`src/rtl/cpu_ctrl_pkg.sv`:
```
// Shared control-bundle widths, field positions, stage records and bubble constants
// for the EX/MEM/WB control pipeline.
package cpu_ctrl_pkg;

  localparam int WB_W   = 2;
  localparam int MEM_W  = 3;
  localparam int CALC_W = 4;
  localparam int REG_W  = 5;

  // Write-back group {regWrite, memToReg}
  localparam int WB_REG_WRITE  = 1;
  localparam int WB_MEM_TO_REG = 0;

  // Memory-access group {branch, memRead, memWrite}
  localparam int MEM_BRANCH = 2;
  localparam int MEM_READ   = 1;
  localparam int MEM_WRITE  = 0;

  // Calculation group {regDst, aluOp[1:0], aluSrc}
  localparam int CALC_REG_DST   = 3;
  localparam int CALC_ALU_OP_HI = 2;
  localparam int CALC_ALU_OP_LO = 1;
  localparam int CALC_ALU_SRC   = 0;

  localparam logic [WB_W-1:0]   WB_BUBBLE   = '0;
  localparam logic [MEM_W-1:0]  MEM_BUBBLE  = '0;
  localparam logic [CALC_W-1:0] CALC_BUBBLE = '0;

  typedef struct packed {
    logic              valid;
    logic [WB_W-1:0]   wb;
    logic [MEM_W-1:0]  mem;
    logic [CALC_W-1:0] calc;
    logic [REG_W-1:0]  dest;
  } ex_stage_t;

  typedef struct packed {
    logic             valid;
    logic [WB_W-1:0]  wb;
    logic [MEM_W-1:0] mem;
    logic             zero;
    logic [REG_W-1:0] dest;
  } mem_stage_t;

  typedef struct packed {
    logic             valid;
    logic [WB_W-1:0]  wb;
    logic [REG_W-1:0] dest;
  } wb_stage_t;

  localparam ex_stage_t  EX_STAGE_BUBBLE  = '0;
  localparam mem_stage_t MEM_STAGE_BUBBLE = '0;
  localparam wb_stage_t  WB_STAGE_BUBBLE  = '0;

  // Builds the EX record from decoder outputs. Fields that only matter when the
  // instruction writes a register are cleared otherwise, so decoder don't-cares
  // never reach state.
  function automatic ex_stage_t capture_ex(
    input logic              valid,
    input logic [WB_W-1:0]   wb,
    input logic [MEM_W-1:0]  mem,
    input logic [CALC_W-1:0] calc,
    input logic [REG_W-1:0]  rt,
    input logic [REG_W-1:0]  rd
  );
    ex_stage_t s;
    s = EX_STAGE_BUBBLE;
    if (valid) begin
      s.valid                = 1'b1;
      s.wb[WB_REG_WRITE]     = wb[WB_REG_WRITE];
      s.wb[WB_MEM_TO_REG]    = wb[WB_REG_WRITE] & wb[WB_MEM_TO_REG];
      s.mem                  = mem;
      s.calc                 = calc;
      s.calc[CALC_REG_DST]   = wb[WB_REG_WRITE] & calc[CALC_REG_DST];
      s.dest                 = s.calc[CALC_REG_DST] ? rd : rt;
    end
    return s;
  endfunction

endpackage

```
`src/rtl/hazard_detect.sv`:
```
// Load-use comparator: flags a decode-stage instruction that reads the register
// a load currently in EX is about to produce.
module hazard_detect
  import cpu_ctrl_pkg::*;
(
  input  logic             ex_valid,
  input  logic             ex_mem_read,
  input  logic [REG_W-1:0] ex_dest,
  input  logic             id_valid,
  input  logic [REG_W-1:0] id_rs,
  input  logic [REG_W-1:0] id_rt,
  output logic             load_use
);

  logic dest_nonzero;
  logic src_match;

  // r0 is hardwired, so a load targeting it never creates a dependency
  assign dest_nonzero = (ex_dest != '0);
  assign src_match    = (ex_dest == id_rs) || (ex_dest == id_rt);
  assign load_use     = ex_valid & ex_mem_read & dest_nonzero & id_valid & src_match;

endmodule

```
`src/rtl/control_pipeline.sv`:
```
// EX/MEM/WB control-signal pipeline with branch flush and external freeze.
// Define LOAD_USE_STALL_EN to add load-use interlocking through hazard_detect.
module control_pipeline
  import cpu_ctrl_pkg::*;
(
  input  logic              clk,
  input  logic              rst_n,
  input  logic              idValid,
  input  logic [WB_W-1:0]   idWriteBack,
  input  logic [MEM_W-1:0]  idMemAccess,
  input  logic [CALC_W-1:0] idCalc,
  input  logic [REG_W-1:0]  idRs,
  input  logic [REG_W-1:0]  idRt,
  input  logic [REG_W-1:0]  idRd,
  input  logic              exZero,
  input  logic              extStall,
  output logic [CALC_W-1:0] exCalc,
  output logic              exValid,
  output logic [MEM_W-1:0]  memAccess,
  output logic              memValid,
  output logic [WB_W-1:0]   wbWriteBack,
  output logic [REG_W-1:0]  wbDest,
  output logic              wbValid,
  output logic              pcSrc,
  output logic              flush,
  output logic              idStall
);

  ex_stage_t  ex_q,  ex_d;
  mem_stage_t mem_q, mem_d;
  wb_stage_t  wb_q,  wb_d;
  logic       load_use;
  logic       branch_taken;

`ifdef LOAD_USE_STALL_EN
  hazard_detect u_hazard_detect (
    .ex_valid    (ex_q.valid),
    .ex_mem_read (ex_q.mem[MEM_READ]),
    .ex_dest     (ex_q.dest),
    .id_valid    (idValid),
    .id_rs       (idRs),
    .id_rt       (idRt),
    .load_use    (load_use)
  );
`else
  // Without interlocking the source register field has no consumer here
  logic hazard_unused;
  assign hazard_unused = ^idRs;
  assign load_use      = 1'b0;
`endif

  // Decided entirely from MEM state, so it stays valid while the pipe is frozen
  assign branch_taken = mem_q.valid & mem_q.mem[MEM_BRANCH] & mem_q.zero;

  always_comb begin
    ex_d       = capture_ex(idValid, idWriteBack, idMemAccess, idCalc, idRt, idRd);
    mem_d.valid = ex_q.valid;
    mem_d.wb    = ex_q.wb;
    mem_d.mem   = ex_q.mem;
    mem_d.zero  = exZero;
    mem_d.dest  = ex_q.dest;
    wb_d.valid  = mem_q.valid;
    wb_d.wb     = mem_q.wb;
    wb_d.dest   = mem_q.dest;
    if (branch_taken) begin
      // The branch itself retires; the two younger instructions are squashed
      ex_d    = EX_STAGE_BUBBLE;
      mem_d   = MEM_STAGE_BUBBLE;
      wb_d.wb = WB_BUBBLE;
    end else if (load_use) begin
      ex_d = EX_STAGE_BUBBLE;
    end
  end

  always_ff @(posedge clk or negedge rst_n) begin
    if (!rst_n) begin
      ex_q  <= EX_STAGE_BUBBLE;
      mem_q <= MEM_STAGE_BUBBLE;
      wb_q  <= WB_STAGE_BUBBLE;
    end else if (!extStall) begin
      ex_q  <= ex_d;
      mem_q <= mem_d;
      wb_q  <= wb_d;
    end
  end

  assign exCalc      = ex_q.calc;
  assign exValid     = ex_q.valid;
  assign memAccess   = mem_q.mem;
  assign memValid    = mem_q.valid;
  assign wbWriteBack = wb_q.wb;
  assign wbDest      = wb_q.dest;
  assign wbValid     = wb_q.valid;
  assign pcSrc       = branch_taken;
  assign flush       = branch_taken;
  // A freeze outranks a flush, which outranks a load-use hold
  assign idStall     = rst_n & (extStall | (load_use & ~branch_taken));

endmodule

```
`config.mk`:
```
export PLATFORM = sky130hd
export DESIGN_NAME = control_pipeline
export DESIGN_NICKNAME = d
export VERILOG_FILES = /design/src/rtl/cpu_ctrl_pkg.sv /design/src/rtl/hazard_detect.sv /design/src/rtl/control_pipeline.sv
export SDC_FILE = /design/constraint.sdc
export NUM_CORES = 1
export LEC_CHECK = 0
export BUFFER_PORTS_ARGS = -buffer_cell sky130_fd_sc_hd__clkbuf_2
export CAP_MARGIN = 20
export CORE_MARGIN = 1.5
export CORE_UTILIZATION = 50
export CTS_CLUSTER_DIAMETER = 100
export DETAILED_ROUTE_END_ITERATION = 16
export PLACE_DENSITY = 0.78
export SLEW_MARGIN = 10
export SYNTH_ARGS = -nofsm -noshare
export SYNTH_HDL_FRONTEND = slang
export SYNTH_HIERARCHICAL = 1
export SYNTH_SLANG_ARGS = --single-unit
```
`constraint.sdc`:
```
create_clock -name clk -period 2.33 [get_ports clk]
set_clock_uncertainty 0.2 [all_clocks]
set_input_delay 0 -clock clk [delete_from_list [all_inputs] [get_ports clk]]
set_output_delay 0 -clock clk [all_outputs]
set_load 0.01 [all_outputs]
```
==> metrics.cfg <==
[sta]
tns_ns = 0
tightest_slew_ns = 0.710
period_share_pct = 97.3
drv_slew = 0
rsz0062_at_grt = no
slew_headroom_pct = 52.7
hold_violations = 0
period_needed_ns = 2.27
hold_ws_ns = 0.0511
max_freq_mhz = 441
setup_violations = 0

[detailed_routing]
drt-wirelength-per-cell_um = 13.6
drc_errors = 0
drtIter0Drc = 37
vias_per_cell = 5.09
vias = 1180
drt_first_pass_iters = 4
drt-total-wl_mm = 3.15
ant_nets = 0

[cts]
cts-root-buf = clkbuf_4
clock_sinks = 35
htree_levels = 2
cts_tree = done
clk_pin_slew_ns = 0.10
clk_path_buf_depth = 2
insertion_delay_ns = 0.33
cts_setup_buffers = 0
cts_buffers = 5

[setup_path]
crit_slowest_cell = dlygate4sd3_1
crit_type = input port to flop
slowest_delay_ns = 0.59
critPathLaunchType = input port
path_common_cell = dlygate4sd3_1
required_ns = 2.34
cp.depth = 7
worst_r2r_path_depth = 5
cp_num_buf_inv = 4
path_max_fanout = 6
worstPathCellList = dlygate4sd3_1 -> clkbuf_2 -> nand2_2 -> mux2i_1 -> dlygate4sd3_1 -> o21ai_0 -> dlygate4sd3_1
crit_family = buffers and inverters
crit_arrival_ns = 2.28
crit_path_end_kind = flop

[synth]
synthTopCellsByCount = 37 x nand2_1, 35 x dfrtp_1, 20 x o21ai_0
synth_compound_area_share_pct = 11.8
synthMuxAreaShare_pct = 8.11
yosys_warnings = 6
yosysTopAreaCellShare_pct = 60.4
post_synth_and_or_nand_nor_area_fraction_pct = 13.0
synth_area_mm2 = 0.00145
synthFlopType = dfrtp_1
synth_top_family_by_area = simple AND/OR/NAND/NOR gates
ys_seq_elements = 35
synthCells = 131
synth_fa_ha_area_share_pct = 0
syn_nets = 160
synthTopCellsByArea = dfrtp_1 60%, nand2_1 9.6%, o21ai_0 6.9%, mux2_2 4.7%, a22o_1 4.2%
synth_xor_area_share_pct = 0
yosysMostFrequentCell = nand2_1
synth_edf_count = 0
avgSynthCellArea_um2 = 11.1
synth.largest_area_cell = dfrtp_1
ys_seq_area_share_pct = 60.4
synth_cell_type_count = 15
async_reset_ff_share_pct = 100

[final_layout]
syn_to_final_growth_pct = 39.3
layout.nets = 229
layout-drive-gt1-share_pct = 30.8
n_antenna_cell = 0

[floorplanning]
io_pins = 49
dieArea_mm2 = 0.00323
start_util_pct = 52.6
die_height_um = 56.9
die_x_um = 56.9
rows = 19
core_area_mm2 = 0.00276

[global_routing]
grt_max_degree = 38
antenna_found_initial = 0
grt_use_total_pct = 22.8
grt_pass1_vias = 1189
grt_overflow = 0
grt_pass1_wl_mm = 5.44

[place]
dp_hpwl_mm = 1.85
gp_congestion = 0.726
portBuffers = 43

[flow_run]
maxCapViolations = 0

[power_and_ir_drop]
power.density_mw_per_mm2 = 643
vdd.ir_drop.worst_v = 0.000504
p_leak_nw = 1.05

[min_path]
hold_class = input port to async pin

[status]
outcome = complete, no violations

-- metrics by stage --
| stage | utilization (%) | instances | power (mW) | area [um^2] | worst slack [ns] |
|---|---|---|---|---|---|
| after CTS | 72.8 | 231 | 1.31 | 2010 | 0.0173 |
| after global placement | 59.1 | 192 | 0.884 | 1630 | 0.830 |
| after detailed placement | 59.1 | 192 | 0.892 | 1630 | 0.792 |
| after global routing | 73.3 | 232 | 1.37 | 2020 | 0.00704 |
| final | 73.3 | 232 | 1.30 | 2020 | 0.0640 |
| after floorplan | - | 131 | 0.821 | 1450 | 0.964 |
-- routing by layer --
metal	vias to the layer above	wire (um)	share of wire [%]	GRT usage [%]
li1	577	-	-	-
met1	575	1370	43	26.5
met2	23	1610	51	37.9
met3	5	120	3.8	6.91
met4	0	51	1.6	12.0
met5	-	0	0	0
-- layout by cell type (no fill, tap or decap), drive strengths merged --
master / n
o21ai: 20
mux2i: 5
clkbuf: 51
buf: 2
a32o: 1
dlygate4sd3: 32
nor3b: 1
mux2: 6
a22o: 7
and2: 1
dfrtp: 35
inv: 1
nand3: 1
nand3b: 1
nand2: 37
-- flip-flops by register name, summed over array words and instances (netlist names) --
signal	cells
ex_q	10
mem_q	8
wbDest	5
exCalc	4
memAccess	3
wbWriteBack	2
exValid	1
memValid	1
wbValid	1
-- worst register-to-register path: stages, from the launching register on --
cell,delay [ns]
dfrtp_1,0.44
nand3_4,0.23
inv_4,0.06
nor3b_4,0.35
a22o_1,0.20
dlygate4sd3_1,0.55
-- path summary, 6_finish.rpt --
| check | from | to | slack, ns |
|---|---|---|---|
| worst max-delay path | idWriteBack[1] | ex_q[0] | 0.06 |
| max in group asynchronous | rst_n | mem_q[9] | 1.58 |
| worst min-delay path | rst_n | ex_q[13] | 0.05 |
| worst min register to register | mem_q[9] | mem_q[9] | 0.29 |
| min in group clk | extStall | exValid | 0.14 |
| worst max register to register | memValid | exCalc[0] | 0.25 |
-- power breakdown --
group	internal, mW	switching (mW)	total [mW]	leakage [nW]
sequential	0.668	0.0375	0.705	0.458
combinational	0.125	0.107	0.232	0.550
clock	0.177	0.186	0.363	0.0386
-- layout make-up --
| class | instances | area [um^2] |
|---|---|---|
| Inverter | 1 | 6.26 |
| Timing Repair Buffer | 77 | 551 |
| Tap cell | 31 | 38.8 |
| Multi-Input combinational cell | 80 | 480 |
| Fill cell | 197 | 737 |
| Sequential cell | 35 | 876 |
| Clock buffer | 8 | 68.8 |
-- logic make-up (layout without fill, tap and decap cells) --
family,after synthesis,in the layout
and+or+nand+nor,41,41
AOI/OAI and AO/OA,28,28
DFF,35,35
buffers and inverters,16,86
muxes,11,11
-- repair_timing --
item / in CTS / in global routing
setup endpoints to repair: 0 / 3
endpoints found under the hold margin: 51 / 1
resized for setup: 0 / 1
hold buffers: 31 / 1
No activity file was read; power rests on OpenSTA's default activity.
